$ cat src/rtl/i2s_pkg.sv
`default_nettype none
// ============================================================================
//  Module   : i2s_pkg
//  Brief    : Shared constants, state encoding and sizing helpers for the
//             I2S sample transmitter.
//  Revision : 1.0 - initial release
// ============================================================================
package i2s_pkg;

    localparam int unsigned c_state_w = 1;
    localparam logic [c_state_w-1:0] c_st_idle = 1'b0;
    localparam logic [c_state_w-1:0] c_st_run  = 1'b1;

    // One frame carries the same sample in both the left and right slots.
    function automatic int unsigned frame_bits(input int unsigned sample_width);
        return 2 * sample_width;
    endfunction

    function automatic int unsigned bit_cnt_width(input int unsigned sample_width);
        return $clog2(2 * sample_width);
    endfunction

endpackage
`default_nettype wire

$ cat src/rtl/i2s_bclk_gen.sv
`default_nettype none
// ============================================================================
//  Module   : i2s_bclk_gen
//  Brief    : Divides clk down to bclk and flags the cycle before each bclk
//             edge so the owner can update data in step with bclk.
//  Revision : 1.0 - initial release
// ============================================================================
module i2s_bclk_gen #(
    parameter int unsigned BCLK_DIV = 4
) (
    input  logic clk,
    input  logic reset,
    input  logic run,
    output logic bclk,
    output logic rise_evt,
    output logic fall_evt
);

    localparam int unsigned c_div_w = (BCLK_DIV > 2) ? $clog2(BCLK_DIV) : 1;
    localparam logic [c_div_w-1:0] c_div_last = c_div_w'(BCLK_DIV - 1);

    logic [c_div_w-1:0] r_div_cnt;
    logic               r_bclk;
    logic               w_wrap;

    assign w_wrap = run && (r_div_cnt == c_div_last);

    always_ff @(posedge clk) begin
        if (reset || !run) begin
            r_div_cnt <= '0;
            r_bclk    <= 1'b0;
        end else if (w_wrap) begin
            r_div_cnt <= '0;
            r_bclk    <= ~r_bclk;
        end else begin
            r_div_cnt <= r_div_cnt + c_div_w'(1);
        end
    end

    // Strobes lead the bclk edge by one cycle, so registers updated on them
    // change on the same clk edge as bclk itself.
    assign rise_evt = w_wrap && !r_bclk;
    assign fall_evt = w_wrap && r_bclk;
    assign bclk     = r_bclk;

endmodule
`default_nettype wire

$ cat src/rtl/i2s_sample_tx.sv
`default_nettype none
// ============================================================================
//  Module   : i2s_sample_tx
//  Brief    : Requests one mono sample per frame and shifts it out MSB first,
//             left-justified, in both the left and right slots.
//  Revision : 1.0 - initial release
// ============================================================================
module i2s_sample_tx
    import i2s_pkg::*;
#(
    parameter int unsigned SAMPLE_WIDTH = 16,
    parameter int unsigned BCLK_DIV     = 4
) (
    input  logic                    clk,
    input  logic                    reset,
    input  logic                    enable,
    input  logic                    mute,
    input  logic [SAMPLE_WIDTH-1:0] sample_in,
    output logic                    new_frame,
    output logic                    bclk,
    output logic                    lrclk,
    output logic                    sdata,
    output logic                    busy
);

    localparam int unsigned c_frame_bits = frame_bits(SAMPLE_WIDTH);
    localparam int unsigned c_cnt_w      = bit_cnt_width(SAMPLE_WIDTH);
    localparam logic [c_cnt_w-1:0] c_cnt_last    = c_cnt_w'(c_frame_bits - 1);
    localparam logic [c_cnt_w-1:0] c_cnt_half_m1 = c_cnt_w'(SAMPLE_WIDTH - 1);

    logic [c_state_w-1:0]    r_state;
    logic [c_cnt_w-1:0]      r_bit_cnt;
    logic [c_frame_bits-1:0] r_shift;
    logic [SAMPLE_WIDTH-1:0] r_held;
    logic                    r_new_frame;
    logic                    r_lrclk;
    logic                    r_busy;

    logic w_run;
    logic w_fall;
    logic w_unused_rise;
    logic w_last_bit;
    logic w_load;
    logic w_stop;

    assign w_run = (r_state == c_st_run);

    // The receiver latches on the rising edge; the transmitter has nothing to do there.
    i2s_bclk_gen #(
        .BCLK_DIV (BCLK_DIV)
    ) u_bclk_gen (
        .clk      (clk),
        .reset    (reset),
        .run      (w_run),
        .bclk     (bclk),
        .rise_evt (w_unused_rise),
        .fall_evt (w_fall)
    );

    assign w_last_bit = w_fall && (r_bit_cnt == c_cnt_last);
    assign w_load     = ((r_state == c_st_idle) && enable) || (w_last_bit && enable);
    assign w_stop     = w_last_bit && !enable;

    always_ff @(posedge clk) begin
        if (reset) begin
            r_state     <= c_st_idle;
            r_bit_cnt   <= '0;
            r_shift     <= '0;
            r_held      <= '0;
            r_new_frame <= 1'b0;
            r_lrclk     <= 1'b0;
            r_busy      <= 1'b0;
        end else begin
            r_new_frame <= 1'b0;
            if (w_load) begin
                // Frame boundary: transmit the previously held sample, capture the next.
                r_state     <= c_st_run;
                r_busy      <= 1'b1;
                r_new_frame <= 1'b1;
                r_bit_cnt   <= '0;
                r_lrclk     <= 1'b0;
                r_shift     <= {r_held, r_held};
                r_held      <= mute ? '0 : sample_in;
            end else if (w_stop) begin
                r_state   <= c_st_idle;
                r_busy    <= 1'b0;
                r_bit_cnt <= '0;
                r_lrclk   <= 1'b0;
                r_shift   <= '0;
            end else if (w_fall) begin
                r_bit_cnt <= r_bit_cnt + c_cnt_w'(1);
                r_shift   <= {r_shift[c_frame_bits-2:0], 1'b0};
                if (r_bit_cnt == c_cnt_half_m1) begin
                    r_lrclk <= 1'b1;
                end
            end
        end
    end

    assign new_frame = r_new_frame;
    assign lrclk     = r_lrclk;
    assign sdata     = r_shift[c_frame_bits-1];
    assign busy      = r_busy;

endmodule
`default_nettype wire

$ cat config.mk
export PLATFORM = sky130hd
export DESIGN_NAME = i2s_sample_tx
export DESIGN_NICKNAME = d
export VERILOG_FILES = /design/src/rtl/i2s_pkg.sv /design/src/rtl/i2s_bclk_gen.sv /design/src/rtl/i2s_sample_tx.sv
export SDC_FILE = /design/constraint.sdc
export NUM_CORES = 1
export LEC_CHECK = 0
export ABC_CLOCK_PERIOD_IN_PS = 2470
export CORE_ASPECT_RATIO = 1.1
export CORE_MARGIN = 2
export CORE_UTILIZATION = 55
export CTS_BUF_LIST = sky130_fd_sc_hd__clkbuf_8
export CTS_CLUSTER_SIZE = 25
export DETAILED_ROUTE_END_ITERATION = 8
export GPL_ROUTABILITY_DRIVEN = 0
export PLACE_DENSITY_LB_ADDON = 0.05
export REMOVE_ABC_BUFFERS = 1
export SLEW_MARGIN = 25
export SYNTH_ARGS = -nofsm -noshare
export SYNTH_HDL_FRONTEND = slang
export SYNTH_SLANG_ARGS = --single-unit
export TNS_END_PERCENT = 50
$ cat constraint.sdc
create_clock -name clk -period 2.47 [get_ports clk]
set_input_delay 0.247 -clock clk [delete_from_list [all_inputs] [get_ports clk]]
set_output_delay 0.247 -clock clk [all_outputs]
set_load 0.02 [all_outputs]
==> results.cfg, run 1 <==
[critical_path]
crit_fanout = 32
critPathMaxStageDelay_ns = 0.56
arrival_ns = 2.46
critPathRequiredTime_ns = 2.73
rr_startpoint = r_bit_cnt[0]
start_kind = register
critical_path.cell_chain = ha_1 -> and3_1 -> ha_1 -> and4_1 -> buf_12 -> o21ai_0 -> a21oi_1
end_kind = register
rr_endpoint = r_shift[9]
crit_family = adder cells
path_buf_inv = 1
slowest_stage = ha_1
worst-setup-path-type = reg -> reg
reg2regPathDepth = 7
r2r_slack_ns = 0.27
cpMostUsedCell = ha_1

[worst_hold_path]
min_to = r_shift[21]
hold_start = reset
whs_path_depth = 2
worst_hold_path_type = in -> reg

[pwr]
irDropWorstVdd_uv = 650
power_leakage_nw = 1.13
combPwrFrac = 0.080
p_int_w = 0.00175
seqPwrFrac = 0.445
switching_share = 0.221
powerDensity_mw_per_mm2 = 682
power.switching_w = 0.000496
p_clk_frac = 0.475

[synthesis]
synth_seq_area_share = 0.423
synth_top_area_cell = dfxtp_1
synth_compound_gate_area_share = 0.296
synth-async-reset-ratio = 0
synthMuxAreaShare = 0.00358
avgSynthCellArea_um2 = 8.62
yosys_warnings = 0
synthFlopType = dfxtp_1
syn-cell-area_mm2 = 0.00279
ys_types = 37
synth_top_family_by_area = compound AO/OA/AOI/OAI gates
synth.top_cell.area_share = 0.423
synth.most_common_cell = dfxtp_1
synth_fa_ha_area_frac = 0.0179
synthTopCellsByCount = dfxtp_1, a21oi_1, o21ai_0
synth_xor_area_frac = 0.00940
synth-seq-cells = 59
synth_edf_count = 0
synth_cells = 324
synthSimpleGateAreaFrac = 0.184
synth_area_leaders = dfxtp_1, a21oi_1, a32oi_1, o21ai_0, nand3_1

[grt]
grt_max_degree = 40
grt_pass1_vias = 2495
antenna_found_initial = 0
grt_pass1_wl_um = 11800
grt_overflow = 0
grt.total_usage = 0.264

[sta]
maxSlewViolCount = 0
maxSlewHeadroom = 0.530
finalCritPeriodShare = 0.890
fmax_mhz = 455
rsz0062_at_grt = false
setup_viol = 0
hold_viol = 0
setup_tns_ns = 0
clock_skew_ns = 0.00842
period_needed_ns = 2.20
setup_slack_ns = 0.272
worst_slew_pin_slew_ns = 0.703
timing.hold.ws_ns = 0.310

[clock_tree]
cts-root-buf = clkbuf_8
ctsLongestPathBuffers = 2
hold_buffers = 0
cts_buffers = 9
clk_latency_ns = 0.33
post_cts.repair.setup_buffers = 0
tritoncts = built
ctsResizeCount = 0
cts.sinks = 59
cts_max_level = 3
clk_pin_slew_ns = 0.07

[floorplanning]
row_count = 27
die_w_um = 72.0
die_y_um = 78.8
die-area_mm2 = 0.00567
core-area_mm2 = 0.00497
start_util = 0.563
io_pins = 25

[routing]
drt_pass1_iterations = 4
ant_nets = 0
drt_iter0_drc = 241
drt-total-wl_um = 6940
vias = 2568
drc = 0
viasPerCell = 6.37
wl_per_cell_um = 17.2

[placement]
dpl_cell_area_mm2 = 0.00305
hpwlAfterDp_um = 4270
dpl_worst_slack_ns = 0.323
portBuffers = 24

[flow_run]
drv_cap = 0

[layout]
area_growth_pct = 17.7
drive_gt1_frac = 0.104
post-route-util = 0.662
fin_area_mm2 = 0.00329
diodes = 0
final_nets = 364

[run_status]
status = finished clean
-- layout make-up --
class | instances | area (um2)
Clock buffer | 10 | 138
Clock inverter | 6 | 104
Fill cell | 466 | 1680
Inverter | 3 | 11.3
Multi-Input combinational cell | 229 | 1430
Sequential cell | 59 | 1180
Tap cell | 58 | 72.6
Timing Repair Buffer | 38 | 353
-- per-stage QoR --
step,total power (W),cells
2_1_floorplan,0.00110,291
3_3_place_gp,0.00119,387
3_5_place_dp,0.00120,387
4_1_cts,0.00225,403
5_1_grt,0.00232,403
6_report,0.00224,403
-- power by group through the flow --
stage / Combinational [W] / Clock, W / Sequential [W]
floorplan: 0.0000897 / 0 / 0.00101
global placement: 0.000175 / 0 / 0.00102
detailed placement: 0.000177 / 0 / 0.00102
CTS: 0.000179 / 0.00108 / 0.000997
global route: 0.000198 / 0.00112 / 0.00100
finish: 0.000180 / 0.00107 / 0.000998
-- per-layer routing --
metal	GRT usage	vias to the layer above	part of all wire
met3	0.0431	13	0.044
met5	0	-	0
met1	0.337	1236	0.46
met2	0.435	68	0.48
met4	0.119	0	0.018
li1	-	1251	-
-- cell families (layout without fill, tap and decap cells) --
| family | after synthesis | after routing |
|---|---|---|
| and+or+nand+nor | 89 | 89 |
| muxes | 1 | 1 |
| AOI/OAI and AO/OA | 132 | 132 |
| DFF | 59 | 59 |
| xor gates and xnor gates | 3 | 3 |
| buffers and inverters | 36 | 57 |
| adders and majority gates | 4 | 4 |
-- cells in the final DEF (no fill, tap or decap), types with 8 or more instances in the layout --
cell,instances
nor2b_1,17
o31ai_1,8
clkdlybuf4s50_1,23
buf_4,13
a32oi_1,23
a21oi_1,51
dfxtp_1,59
clkbuf_8,10
o21ai_0,33
nand3_1,27
nand2_1,9
-- sequential cells by signal (all words and copies together) (netlist names) --
name / flops
r_held: 16
new_frame: 1
lrclk: 1
busy: 1
u_bclk_gen.r_div_cnt: 2
r_shift: 32
r_bit_cnt: 5
u_bclk_gen.bclk: 1
-- how the worst max path moves through the flow --
stage                            start      endpoint  slack (ns)  cells after the start
final                     r_bit_cnt[0]    r_shift[9]        0.27                      7
after global routing      r_bit_cnt[0]    r_shift[9]         0.1                      7
after CTS                 r_bit_cnt[0]    r_shift[9]        0.31                      7
after detailed placement  r_bit_cnt[0]   r_shift[29]        0.32                      7
after global placement    r_bit_cnt[0]   r_shift[29]        0.38                      7
after floorplan                   busy  r_bit_cnt[4]        0.18                      3
No activity file was read; power rests on OpenSTA's default activity.
==> inputs of run 2 (changes only) <==
--- a/config.mk
+++ b/config.mk
@@ -19,4 +19,4 @@
 export SYNTH_ARGS = -nofsm -noshare
 export SYNTH_HDL_FRONTEND = slang
 export SYNTH_SLANG_ARGS = --single-unit
-export TNS_END_PERCENT = 50
+export TNS_END_PERCENT = 30
==> results of run 2 <==
Same layout as run 1: the final DEF is identical, and so are final timing and power.
==> inputs of run 3 (changes only) <==
--- a/config.mk
+++ b/config.mk
@@ -6,7 +6,7 @@
 export NUM_CORES = 1
 export LEC_CHECK = 0
 export ABC_CLOCK_PERIOD_IN_PS = 2470
-export CORE_ASPECT_RATIO = 1.1
+export CORE_ASPECT_RATIO = 0.8
 export CORE_MARGIN = 2
 export CORE_UTILIZATION = 55
 export CTS_BUF_LIST = sky130_fd_sc_hd__clkbuf_8
==> run 3 against run 2 <==
Effect of this change: sequential share of layout area increased by 0.26 points; non-clock buffer count rose by 2; clock-buffer cell count up 1; cell count grew 1.5%; die area hardly changed; wire length is 0.14% higher; worst hold slack lost 0.025 ns; highest routed layer unchanged.
==> results.cfg, run 3 (synthesis results as in run 1) <==
[sta]
clock_skew_ns = 0.00575
finalCritPeriodShare = 0.862
period_needed_ns = 2.13
hold_viol = 0
fmax_mhz = 469
rsz0062_at_grt = false
timing.hold.ws_ns = 0.285
setup_slack_ns = 0.340
worst_slew_pin_slew_ns = 0.653
maxSlewViolCount = 0
maxSlewHeadroom = 0.563
setup_tns_ns = 0
setup_viol = 0

[routing]
wl_per_cell_um = 17.0
drt_iter0_drc = 225
wl_met2_um = 3040
ant_nets = 0
wl_met1_um = 3350
drc = 0
drt_pass1_iterations = 5
wl_met3_um = 448
drt-total-wl_um = 6950
vias = 2530
top_layer_used = met4
viasPerCell = 6.19

[critical_path]
critPathRequiredTime_ns = 2.73
start_kind = register
path_buf_inv = 2
arrival_ns = 2.39
end_kind = register
crit_fanout = 16
critPathMaxStageDelay_ns = 0.42
crit_family = adder cells
critical_path.cell_chain = ha_1 -> and3_1 -> ha_1 -> and4_1 -> buf_4 -> buf_4 -> o21ai_0 -> a21oi_1
worst-setup-path-type = reg -> reg
slowest_stage = ha_1

[grt]
grt_overflow = 0
antenna_found_initial = 0
grt_pass1_vias = 2193
grt.total_usage = 0.255
grt_max_degree = 38
grt_pass1_wl_um = 11100

[layout]
final_cell_mix = dfxtp_1, a21oi_1, o21ai_0, nand3_1
largest_register_ff_count = 32
multi_input_area_mm2 = 0.00143
drive_gt1_frac = 0.104
final_nets = 366
post-route-util = 0.660
diodes = 0
top_regs = r_shift (32), r_held (16), r_bit_cnt (5)
layout_commonest_cell = dfxtp_1
area_growth_pct = 16.9
fill_cells = 451
regMostFlops = r_shift
regArea_mm2 = 0.00118

[clock_tree]
cts_buffers = 9
cts.sinks = 59
tritoncts = built
post_cts.repair.setup_buffers = 0
cts-root-buf = clkbuf_8
clk_pin_slew_ns = 0.06
ctsResizeCount = 0
hold_buffers = 0
ctsLongestPathBuffers = 2
cts_max_level = 3
clk_latency_ns = 0.33

[floorplanning]
die-area_mm2 = 0.00567
core-area_mm2 = 0.00495
start_util = 0.564
io_pins = 25
die_y_um = 67.8
row_count = 23
die_w_um = 83.7

[worst_hold_path]
worst_hold_path_type = in -> reg

[flow_run]
drv_cap = 0

[placement]
portBuffers = 24
dpl_worst_slack_ns = 0.378
hpwlAfterDp_um = 4510

[pwr]
powerDensity_mw_per_mm2 = 593
irDropWorstVdd_uv = 451
finalPower_w = 0.00194
power_leakage_nw = 1.13

[run_status]
status = finished clean
## run 3: changes by cell type in the layout (fill, tap and decap cells not counted)
| cell | previous run | this run |
|---|---|---|
| inv_1 | 4 | 6 |
| buf_12 | 1 | 3 |
| clkbuf_8 | 10 | 11 |
| bufinv_16 | 3 | 0 |
## run 3: report_power, final
group          switching (W)  internal [W]
Combinational       0.000103     0.0000840
Sequential         0.0000188      0.000978
Clock               0.000347      0.000404
## run 3: final cells by class
class                   instances  share of cell area
clock inverters                 5             0.00651
repair buffers                 40               0.120
clock buffers                  11              0.0464
multi-input cells             229               0.438
well taps                      62              0.0238
flip-flops and latches         59               0.362
inverters                       3             0.00345
## run 3: worst paths after layout
path                                start                       to  slack [ns]  cells after the start
setup / recovery             r_bit_cnt[0]                r_held[6]        0.34                      8
hold / removal                      reset               r_held[13]        0.28                      2
setup reg to reg             r_bit_cnt[0]                r_held[6]        0.34                      8
hold reg to reg   u_bclk_gen.r_div_cnt[0]  u_bclk_gen.r_div_cnt[0]        0.43                      1
## run 3: worst register-to-register path, stage by stage (launching register included)
cell	delay, ns
dfxtp_1	0.37
ha_1	0.18
and3_1	0.19
ha_1	0.42
and4_1	0.27
buf_4	0.22
buf_4	0.17
o21ai_0	0.09
a21oi_1	0.15
## run 3: stage by stage
| stage | std cells | area (um2) |
|---|---|---|
| 6_report | 409 | 3270 |
| 5_1_grt | 409 | 3270 |
| 4_1_cts | 409 | 3270 |
| 3_5_place_dp | 393 | 3090 |
| 3_3_place_gp | 393 | 3090 |
| 2_1_floorplan | 291 | 2620 |
## run 3: per-layer routing
layer	global-route usage	vias up
li1	-	1258
met1	0.348	1165
met2	0.395	98
met3	0.0648	9
met4	0.0927	0
met5	0	-
